===== src/rtl/control_word_sequencer_pkg.sv =====
// Shared definitions for the control-word sequencer: phase encoding, the 33-bit
// control-word field offsets, the PC function codes and the unpacked field struct.
package control_word_sequencer_pkg;

    localparam int CW_W = 33;

    localparam logic [0:0] PH_FETCH = 1'b0;
    localparam logic [0:0] PH_EXEC  = 1'b1;

    // Bit offsets into cw_in, LSB first.
    localparam int CW_NS_LSB     = 0;
    localparam int CW_STATUS_LD  = 2;
    localparam int CW_PC_IS      = 3;
    localparam int CW_PC_FS_LSB  = 4;
    localparam int CW_PC_EN      = 6;
    localparam int CW_RAM_W      = 7;
    localparam int CW_RAM_EN     = 8;
    localparam int CW_RF_W       = 9;
    localparam int CW_RF_DA_LSB  = 10;
    localparam int CW_RF_SB_LSB  = 15;
    localparam int CW_RF_SA_LSB  = 20;
    localparam int CW_RF_B_EN    = 25;
    localparam int CW_ALU_FS_LSB = 26;
    localparam int CW_ALU_BS     = 31;
    localparam int CW_ALU_EN     = 32;

    localparam logic [1:0] PC_FS_HOLD   = 2'b00;
    localparam logic [1:0] PC_FS_INC4   = 2'b01;
    localparam logic [1:0] PC_FS_BRANCH = 2'b10;
    localparam logic [1:0] PC_FS_REG    = 2'b11;

    localparam logic [1:0] FETCH_PC_FS = PC_FS_INC4;

    typedef struct packed {
        logic       alu_en;
        logic       alu_bs;
        logic [4:0] alu_fs;
        logic       rf_b_en;
        logic [4:0] rf_sa;
        logic [4:0] rf_sb;
        logic [4:0] rf_da;
        logic       rf_w;
        logic       ram_en;
        logic       ram_w;
        logic       pc_en;
        logic [1:0] pc_fs;
        logic       pc_is;
        logic       status_ld;
        logic [1:0] next_state;
    } cw_fields_t;

endpackage


===== src/rtl/control_word_sequencer_if.sv =====
// Decoder/datapath bundle seen by the sequencer: instruction fetch, control word in,
// feedback to the decoders and the unpacked datapath strobes out.
interface control_word_sequencer_if #(parameter int CNT_W = 32);
    logic [31:0]      instr_in;
    logic             instr_valid;
    logic             fetch_req;
    logic [31:0]      I;
    logic [1:0]       state;
    logic [4:0]       status;
    logic [32:0]      cw_in;
    logic [63:0]      K_in;
    logic [4:0]       status_in;
    logic             ram_ready;
    logic             alu_en;
    logic             alu_bs;
    logic [4:0]       alu_fs;
    logic             rf_b_en;
    logic [4:0]       rf_sa;
    logic [4:0]       rf_sb;
    logic [4:0]       rf_da;
    logic             rf_w;
    logic             ram_en;
    logic             ram_w;
    logic             pc_en;
    logic [1:0]       pc_fs;
    logic             pc_is;
    logic [63:0]      K;
    logic [CNT_W-1:0] retired;

    modport slave (
        input  instr_in, instr_valid, cw_in, K_in, status_in, ram_ready,
        output fetch_req, I, state, status,
        output alu_en, alu_bs, alu_fs, rf_b_en, rf_sa, rf_sb, rf_da, rf_w,
        output ram_en, ram_w, pc_en, pc_fs, pc_is, K, retired
    );

    modport master (
        output instr_in, instr_valid, cw_in, K_in, status_in, ram_ready,
        input  fetch_req, I, state, status,
        input  alu_en, alu_bs, alu_fs, rf_b_en, rf_sa, rf_sb, rf_da, rf_w,
        input  ram_en, ram_w, pc_en, pc_fs, pc_is, K, retired
    );
endinterface


===== src/rtl/control_word_sequencer_cw_unpack.sv =====
// Combinational slice of the 33-bit control word into fields; zero outside EXEC and,
// on a RAM stall, the side-effecting strobes are suppressed while addresses stay driven.
module control_word_sequencer_cw_unpack
    import control_word_sequencer_pkg::*;
(
    input  logic [CW_W-1:0] cw_in,
    input  logic            enable,
    input  logic            suppress,
    output cw_fields_t      cw
);

    always_comb begin
        cw = '0;
        if (enable) begin
            cw.alu_en     = cw_in[CW_ALU_EN];
            cw.alu_bs     = cw_in[CW_ALU_BS];
            cw.alu_fs     = cw_in[CW_ALU_FS_LSB +: 5];
            cw.rf_b_en    = cw_in[CW_RF_B_EN];
            cw.rf_sa      = cw_in[CW_RF_SA_LSB +: 5];
            cw.rf_sb      = cw_in[CW_RF_SB_LSB +: 5];
            cw.rf_da      = cw_in[CW_RF_DA_LSB +: 5];
            cw.rf_w       = cw_in[CW_RF_W];
            cw.ram_en     = cw_in[CW_RAM_EN];
            cw.ram_w      = cw_in[CW_RAM_W];
            cw.pc_en      = cw_in[CW_PC_EN];
            cw.pc_fs      = cw_in[CW_PC_FS_LSB +: 2];
            cw.pc_is      = cw_in[CW_PC_IS];
            cw.status_ld  = cw_in[CW_STATUS_LD];
            cw.next_state = cw_in[CW_NS_LSB +: 2];
            if (suppress) begin
                cw.rf_w      = 1'b0;
                cw.ram_w     = 1'b0;
                cw.pc_en     = 1'b0;
                cw.status_ld = 1'b0;
            end
        end
    end

endmodule


===== src/rtl/control_word_sequencer.sv =====
// Fetch/execute sequencer: holds IR, execute state, status and retired count, and turns
// the selected decoder control word into gated datapath strobes.
module control_word_sequencer
    import control_word_sequencer_pkg::*;
#(
    parameter int         CNT_W       = 32,
    parameter logic [1:0] FETCH_PC_FS = control_word_sequencer_pkg::FETCH_PC_FS
) (
    input  logic                     clock,
    input  logic                     reset_n,
    control_word_sequencer_if.slave  bus
);

    logic [0:0]       phase_q, phase_d;
    logic [31:0]      i_q, i_d;
    logic [1:0]       state_q, state_d;
    logic [4:0]       status_q, status_d;
    logic [CNT_W-1:0] retired_q, retired_d;

    logic       in_fetch;
    logic       exec_en;
    logic       stall;
    logic       fetch_take;
    cw_fields_t cw;

    // Outputs are gated by reset_n so they drop to zero the moment reset asserts.
    assign in_fetch   = reset_n && (phase_q == PH_FETCH);
    assign exec_en    = reset_n && (phase_q == PH_EXEC);
    assign stall      = exec_en && bus.cw_in[CW_RAM_EN] && !bus.ram_ready;
    assign fetch_take = in_fetch && bus.instr_valid;

    control_word_sequencer_cw_unpack u_cw_unpack (
        .cw_in    (bus.cw_in),
        .enable   (exec_en),
        .suppress (stall),
        .cw       (cw)
    );

    always_comb begin
        phase_d   = phase_q;
        i_d       = i_q;
        state_d   = state_q;
        status_d  = status_q;
        retired_d = retired_q;
        if (phase_q == PH_FETCH) begin
            if (bus.instr_valid) begin
                i_d     = bus.instr_in;
                state_d = 2'b00;
                phase_d = PH_EXEC;
            end
        end else if (!stall) begin
            if (cw.status_ld) begin
                status_d = bus.status_in;
            end
            if (cw.next_state != 2'b00) begin
                state_d = cw.next_state;
            end else begin
                phase_d   = PH_FETCH;
                state_d   = 2'b00;
                retired_d = retired_q + CNT_W'(1);
            end
        end
    end

    always_ff @(posedge clock or negedge reset_n) begin
        if (!reset_n) begin
            phase_q   <= PH_FETCH;
            i_q       <= '0;
            state_q   <= '0;
            status_q  <= '0;
            retired_q <= '0;
        end else begin
            phase_q   <= phase_d;
            i_q       <= i_d;
            state_q   <= state_d;
            status_q  <= status_d;
            retired_q <= retired_d;
        end
    end

    assign bus.fetch_req = in_fetch;
    assign bus.I         = i_q;
    assign bus.state     = state_q;
    assign bus.status    = status_q;
    assign bus.retired   = retired_q;

    assign bus.alu_en  = cw.alu_en;
    assign bus.alu_bs  = cw.alu_bs;
    assign bus.alu_fs  = cw.alu_fs;
    assign bus.rf_b_en = cw.rf_b_en;
    assign bus.rf_sa   = cw.rf_sa;
    assign bus.rf_sb   = cw.rf_sb;
    assign bus.rf_da   = cw.rf_da;
    assign bus.rf_w    = cw.rf_w;
    assign bus.ram_en  = cw.ram_en;
    assign bus.ram_w   = cw.ram_w;
    // The fetch cycle borrows the PC strobes to advance PC by 4.
    assign bus.pc_en   = cw.pc_en | fetch_take;
    assign bus.pc_fs   = fetch_take ? FETCH_PC_FS : cw.pc_fs;
    assign bus.pc_is   = cw.pc_is;
    assign bus.K       = exec_en ? bus.K_in : 64'd0;

endmodule


===== src/flat_wrapper.sv =====
// flat-port wrapper written by rule: the top's interface ports become plain ports
module control_word_sequencer_flat import control_word_sequencer_pkg::*;
#(
    parameter int         CNT_W       = 32,
    parameter logic [1:0] FETCH_PC_FS = control_word_sequencer_pkg::FETCH_PC_FS
)
  (clock, reset_n, bus_instr_in, bus_instr_valid, bus_cw_in, bus_K_in, bus_status_in, bus_ram_ready, bus_fetch_req, bus_I, bus_state, bus_status, bus_alu_en, bus_alu_bs, bus_alu_fs, bus_rf_b_en, bus_rf_sa, bus_rf_sb, bus_rf_da, bus_rf_w, bus_ram_en, bus_ram_w, bus_pc_en, bus_pc_fs, bus_pc_is, bus_K, bus_retired);
  control_word_sequencer_if #(.CNT_W(CNT_W)) bus_i ();
  input  logic clock;
  input  logic reset_n;
  input wire logic [$bits(bus_i.instr_in)-1:0] bus_instr_in;
  input wire logic [$bits(bus_i.instr_valid)-1:0] bus_instr_valid;
  input wire logic [$bits(bus_i.cw_in)-1:0] bus_cw_in;
  input wire logic [$bits(bus_i.K_in)-1:0] bus_K_in;
  input wire logic [$bits(bus_i.status_in)-1:0] bus_status_in;
  input wire logic [$bits(bus_i.ram_ready)-1:0] bus_ram_ready;
  output wire logic [$bits(bus_i.fetch_req)-1:0] bus_fetch_req;
  output wire logic [$bits(bus_i.I)-1:0] bus_I;
  output wire logic [$bits(bus_i.state)-1:0] bus_state;
  output wire logic [$bits(bus_i.status)-1:0] bus_status;
  output wire logic [$bits(bus_i.alu_en)-1:0] bus_alu_en;
  output wire logic [$bits(bus_i.alu_bs)-1:0] bus_alu_bs;
  output wire logic [$bits(bus_i.alu_fs)-1:0] bus_alu_fs;
  output wire logic [$bits(bus_i.rf_b_en)-1:0] bus_rf_b_en;
  output wire logic [$bits(bus_i.rf_sa)-1:0] bus_rf_sa;
  output wire logic [$bits(bus_i.rf_sb)-1:0] bus_rf_sb;
  output wire logic [$bits(bus_i.rf_da)-1:0] bus_rf_da;
  output wire logic [$bits(bus_i.rf_w)-1:0] bus_rf_w;
  output wire logic [$bits(bus_i.ram_en)-1:0] bus_ram_en;
  output wire logic [$bits(bus_i.ram_w)-1:0] bus_ram_w;
  output wire logic [$bits(bus_i.pc_en)-1:0] bus_pc_en;
  output wire logic [$bits(bus_i.pc_fs)-1:0] bus_pc_fs;
  output wire logic [$bits(bus_i.pc_is)-1:0] bus_pc_is;
  output wire logic [$bits(bus_i.K)-1:0] bus_K;
  output wire logic [$bits(bus_i.retired)-1:0] bus_retired;
  assign bus_i.instr_in = bus_instr_in;
  assign bus_i.instr_valid = bus_instr_valid;
  assign bus_i.cw_in = bus_cw_in;
  assign bus_i.K_in = bus_K_in;
  assign bus_i.status_in = bus_status_in;
  assign bus_i.ram_ready = bus_ram_ready;
  assign bus_fetch_req = bus_i.fetch_req;
  assign bus_I = bus_i.I;
  assign bus_state = bus_i.state;
  assign bus_status = bus_i.status;
  assign bus_alu_en = bus_i.alu_en;
  assign bus_alu_bs = bus_i.alu_bs;
  assign bus_alu_fs = bus_i.alu_fs;
  assign bus_rf_b_en = bus_i.rf_b_en;
  assign bus_rf_sa = bus_i.rf_sa;
  assign bus_rf_sb = bus_i.rf_sb;
  assign bus_rf_da = bus_i.rf_da;
  assign bus_rf_w = bus_i.rf_w;
  assign bus_ram_en = bus_i.ram_en;
  assign bus_ram_w = bus_i.ram_w;
  assign bus_pc_en = bus_i.pc_en;
  assign bus_pc_fs = bus_i.pc_fs;
  assign bus_pc_is = bus_i.pc_is;
  assign bus_K = bus_i.K;
  assign bus_retired = bus_i.retired;
  control_word_sequencer #(.CNT_W(CNT_W), .FETCH_PC_FS(FETCH_PC_FS)) u_core (.clock(clock), .reset_n(reset_n), .bus(bus_i));
endmodule

===== config.mk =====
export PLATFORM = sky130hd
export DESIGN_NAME = control_word_sequencer_flat
export DESIGN_NICKNAME = d
export VERILOG_FILES = /design/src/rtl/control_word_sequencer_pkg.sv /design/src/rtl/control_word_sequencer_if.sv /design/src/rtl/control_word_sequencer_cw_unpack.sv /design/src/rtl/control_word_sequencer.sv /design/src/flat_wrapper.sv
export SDC_FILE = /design/constraint.sdc
export NUM_CORES = 1
export LEC_CHECK = 0
export ABC_CLOCK_PERIOD_IN_PS = 2600
export CELL_PAD_IN_SITES_DETAIL_PLACEMENT = 1
export CELL_PAD_IN_SITES_GLOBAL_PLACEMENT = 1
export CORE_UTILIZATION = 20
export CTS_BUF_LIST = sky130_fd_sc_hd__clkbuf_4 sky130_fd_sc_hd__clkbuf_8 sky130_fd_sc_hd__clkbuf_16
export DETAILED_ROUTE_END_ITERATION = 10
export PLACE_DENSITY = 0.74
export REMOVE_ABC_BUFFERS = 1
export SLEW_MARGIN = 20
export SYNTH_ARGS = -nofsm -noshare
export SYNTH_HDL_FRONTEND = slang
export SYNTH_HIERARCHICAL = 1
export SYNTH_SLANG_ARGS = --single-unit

===== constraint.sdc =====
create_clock -name clock -period 2.6 [get_ports clock]
set_input_delay 0.39 -clock clock [delete_from_list [all_inputs] [get_ports clock]]
set_output_delay 0.39 -clock clock [all_outputs]
set_load 0.05 [all_outputs]

Word-level counts from Yosys, hierarchy flattened
Index checks and enable logic that the tools add are counted.

operators by class
  $add $sub $neg = 1
  equal/unequal tests = 1
  multiplexer cells = 14
  bitwise logic cells = 4
  reduce and logical (&&, ||, !) cells = 12

operator list
  kind                     count
  $mux W64                 1
  $mux W33                 1
  $add A32 B1 Y32 const B  1
  $mux W2                  6
  $mux W1                  6
  $reduce_and A3 Y1        2
  $logic_and A1 B1 Y1      5
  $reduce_and A2 Y1        2
  $reduce_bool A2 Y1       2
  $not A1 Y1               3
  $ne A2 B2 Y1 const B     1
  $logic_not A1 Y1         1
  $or A1 B1 Y1             1

word-level totals
  flip-flop bits (word level) = 72
  bits of input ports = 138
  output and inout bits = 166
  logic and storage cells = 37

Depth between registers and ports, before layout
Gate-level depths: netlist of run 1.

  depth after elaboration = 9
  mapped depth = 9
  gate-level depth less buffers = 6

Hierarchy
Netlist of run 1, hierarchy kept.

modules (own cells, without submodules)
  module                            times used  cells an instance  area each (um^2)
  control_word_sequencer            1           386                3,572.2
  control_word_sequencer_cw_unpack  1           36                 234.0

Least setup slack after synthesis of run 1
OpenSTA, ideal clock, no wires.

  path type = register -> register
  from = register u_core.phase_q
  to = register u_core.retired_q[27] (netlist: u_core/bus.retired[27])
  arrival time = 2.423 ns
  data required time = 2.518 ns
  slack = 0.096 ns
  stages on the path, launching flop included = 10
  path buffers = 3
  cells stage by stage = dfrtp_1 > buf_4 > and2_1 > buf_4 > and2_1 > or3b_1 > or4b_1 > buf_6 > nor4_4 > xor2_1

RTL lines
  element                 RTL line                      text
  from (decl)             control_word_sequencer.sv:14  logic [0:0] phase_q, phase_d;
  from (signal assigned)  control_word_sequencer.sv:73  phase_q <= phase_d;
  to (signal assigned)    control_word_sequencer.sv:77  retired_q <= retired_d;
  to (decl)               control_word_sequencer.sv:18  logic [CNT_W-1:0] retired_q, retired_d;

Worst setup path after layout of run 1
  from = register u_core.phase_q
  to = output port bus_pc_fs[1]

on the way
  cells in the longest elaborated chain, start to end = 4

ends and longest elaborated chain
  element                      RTL line                      text
  $not A1 Y1 (no source line)  -
  $logic_and A1 B1 Y1          control_word_sequencer.sv:27  assign in_fetch = reset_n && (phase_q == PH_FETCH);
  $logic_and A1 B1 Y1          control_word_sequencer.sv:30  assign fetch_take = in_fetch && bus.instr_valid;
  $mux W2 (*)                  control_word_sequencer.sv:99  assign bus.pc_fs = fetch_take ? FETCH_PC_FS : cw.pc_fs;
  to (decl)                    flat_wrapper.sv:32            output wire logic [$bits(bus_i.pc_fs)-1:0] bus_pc_fs;

Every way passes the cells marked *; elsewhere a longest branch is shown, timed or not.

==> results.py, run 1 <==
metrics = {
    "route": {
        "drt-wirelength-per-cell_um": 18.4,
        "drc": 0,
        "ant_nets": 0,
        "routed_wl_mm": 17.6,
        "dr_total_vias": 4164,
        "drt_iter0_markers": 162,
        "first_pass_iters": 6,
        "via_per_inst": 4.36,
    },
    "finish": {
        "drive_gt1_frac": 0.184,
        "final_area_mm2": 0.00826,
        "n_antenna_cell": 0,
        "fin_util": 0.442,
        "nets": 856,
        "area_delta_synth_final_pct": 117,
    },
    "synthesis": {
        "postSynthAreaPerCell_um2": 9.02,
        "yosysTopAreaCell": "dfrtp_1",
        "netlist.area_leader.share": 0.473,
        "synth.yosys.seq_area_share": 0.473,
        "synth_edf_count": 0,
        "syn_area_mm2": 0.00381,
        "synth_seq_cells": 72,
        "synthTopCellsByArea": "dfrtp_1 (47%), nand2_1 (11%), and3_1 (11%)",
        "ys_types": 37,
        "synth_top_cells_by_count": "nand2_1 (113), dfrtp_1 (72), and3_1 (66)",
        "yosysMostFrequentCell": "nand2_1",
        "yosysWarningCount": 6,
        "ys.flop_type": "dfrtp_1",
        "synthCells": 422,
        "ys_async_sr_fraction": 1.00,
    },
    "die": {
        "core_area_mm2": 0.0187,
        "die_h_um": 140,
        "die_x_um": 140,
        "ios": 304,
        "start_util": 0.203,
        "rows": 50,
        "die_area_mm2": 0.0196,
    },
    "global_route": {
        "grt_pass1_vias": 4344,
        "grt_pass1_wl_mm": 27.1,
        "antenna_found_initial": 0,
        "grt_overflow": 0,
        "grt_start_max_net_pins": 92,
        "gr-usage-all-layers": 0.183,
    },
    "sta": {
        "hold_viol_final": 0,
        "relSlewSlack": 0.417,
        "clock-skew-final_ns": 0.00721,
        "maxSlewViolCount": 0,
        "rsz0062_at_grt": "false",
        "setup_slack_ns": 0.234,
        "fin_crit_ns": 2.37,
        "post-route-period-util": 0.910,
        "setup_violations": 0,
        "worstMarginPinSlew_ns": 0.874,
        "max_freq_mhz": 423,
    },
    "worst_setup_path": {
        "crit_type": "reg2out",
        "slowest_stage": "buf_4",
        "slowest_delay_ns": 0.46,
        "path_cells": "buf_4, and2b_1, a21boi_0, buf_12",
        "rr_startpoint": "u_core/phase_q$_DFF_PN0_",
        "cp_data_arrival_time_ns": 1.98,
        "startpoint_type": "flip-flop",
        "cp_max_fo": 71,
        "crit_required_ns": 2.21,
        "startpoint": "u_core/phase_q$_DFF_PN0_",
        "cp-end-kind": "output pin",
    },
    "placed_design": {
        "io_buffers": 303,
        "hpwl_mm": 13.8,
        "pre_cts_ws_ns": -0.0357,
        "placed_cell_area_mm2": 0.00798,
        "place.gp.congestion": 0.822,
    },
    "cts": {
        "clkSinkCount": 72,
        "numCtsBuffers": 9,
        "clk_latency_ns": 0.34,
        "clkTransAtPathRegs_ns": 0.06,
        "cts.path.max_buffers": 2,
        "post_cts_buffers": 0,
        "cts_resized": 0,
        "root_buffer": "clkbuf_16",
        "htreeDepth": 3,
        "cts_hold_buffers": 0,
        "cts_tree": "done",
    },
    "run": {
        "maxCapViolations": 0,
    },
    "hold_path": {
        "hold_class": "in2async",
    },
    "outcome": {
        "status": "finished clean",
    },
    "pwr": {
        "power_density_mw_per_mm2": 952,
        "p_leak_nw": 3.86,
        "ir_drop_uv": 686,
    },
}
-- per-stage QoR --
step / hold WS, ns / cells / power [mW] / TNS [ns]
final: 0.179 / 956 / 7.87 / 0
after global placement: 0.456 / 940 / 6.69 / -0.00205
after floorplan: 0.0944 / 393 / 4.40 / -5.08
after CTS: 0.214 / 956 / 7.97 / 0
after global routing: 0.243 / 956 / 8.24 / 0
after detailed placement: 0.463 / 940 / 6.75 / -0.0680
-- state kept, by name, summed over array words and instances (netlist names) --
name / cells
u_core/bus.I: 32
u_core/bus.retired: 32
u_core/bus.status: 5
u_core/bus.state: 2
u_core/phase_q: 1
-- power breakdown --
| part | internal, mW | switching, mW | total, mW |
|---|---|---|---|
| sequential | 1.46 | 0.213 | 1.67 |
| combinational | 1.93 | 3.09 | 5.02 |
| clock | 0.673 | 0.496 | 1.17 |
-- cell usage in the layout (no fill, tap or decap), drive strengths merged, types with 2 or more instances in the layout --
cell           synthesis  final
nand3                 11     11
xnor2                 10     10
and4                   3      3
o21ai                  2      2
buf                    4    106
xor2                  21     21
inv                    5      6
nor4                  13     13
clkdlybuf4s50          0    207
dfrtp                 72     72
nand4                  6      6
nor3                   8      8
and3b                  5      5
clkinvlp               0      4
and2                  32     32
clkbuf                25     10
a21o                   2      2
nor2                   5      5
nand2                113    113
mux2                   6      6
and3                  66     66
-- path summary, 6_finish.rpt --
check | endpoint | slack (ns) | cells past startpoint
worst max-delay path | bus_pc_fs[1] | 0.23 | 4
worst min-delay path | u_core/bus.retired[0]$_DFFE_PN0P_ | 0.18 | 2
worst max register to register | u_core/bus.retired[31]$_DFFE_PN0P_ | 0.24 | 7
worst min register to register | u_core/bus.I[10]$_DFFE_PN0P_ | 0.47 | 2
max in group asynchronous | u_core/bus.I[19]$_DFFE_PN0P_ | 1.73 | 2
min in group clock | u_core/bus.I[10]$_DFFE_PN0P_ | 0.47 | 2
-- per-layer routing --
metal / wire [um] / global-route usage
met5: 0 / 0
met4: 359 / 0.0578
met3: 1420 / 0.0697
met2: 8270 / 0.291
met1: 7530 / 0.228
-- final cells by class --
| cell class | instances | area (um^2) |
|---|---|---|
| repair buffers | 313 | 4010 |
| fillers | 2032 | 10400 |
| flip-flops and latches | 72 | 1800 |
| clock inverters | 6 | 43.8 |
| multi-input cells | 316 | 1860 |
| inverters | 5 | 18.8 |
| well taps | 234 | 293 |
| clock buffers | 10 | 239 |
-- logic make-up (layout without fill, tap and decap cells) --
| family | count (synthesis) | after routing | synth area share |
|---|---|---|---|
| xor+xnor | 31 | 31 | 0.0713 |
| buf+inv | 34 | 334 | 0.0381 |
| flops | 72 | 72 | 0.473 |
| mux | 6 | 6 | 0.0178 |
| simple gates | 272 | 272 | 0.386 |
| fa+ha+maj | 1 | 1 | 0.00329 |
| compound gates | 6 | 6 | 0.0105 |
-- critical path: cells and delay by family, from the launching register on --
family | cells | cell delay (ns)
AOI/OAI and AO/OA | 1 | 0.34
and+or+nand+nor | 1 | 0.30
DFF | 1 | 0.35
buffers and inverters | 2 | 0.65
Note: power is estimated with default switching activity, not from simulation.
==> run 2, diff against run 1 <==
CTS_CLUSTER_DIAMETER = 60   (was default)
==> results of run 2 <==
Same layout as run 1: the final DEF is identical, and so are final timing and power.
==> run 3, diff against run 2 <==
CTS_CLUSTER_SIZE = 24   (was default)
==> results of run 3 <==
Same layout as run 1: the final DEF is identical, and so are final timing and power.
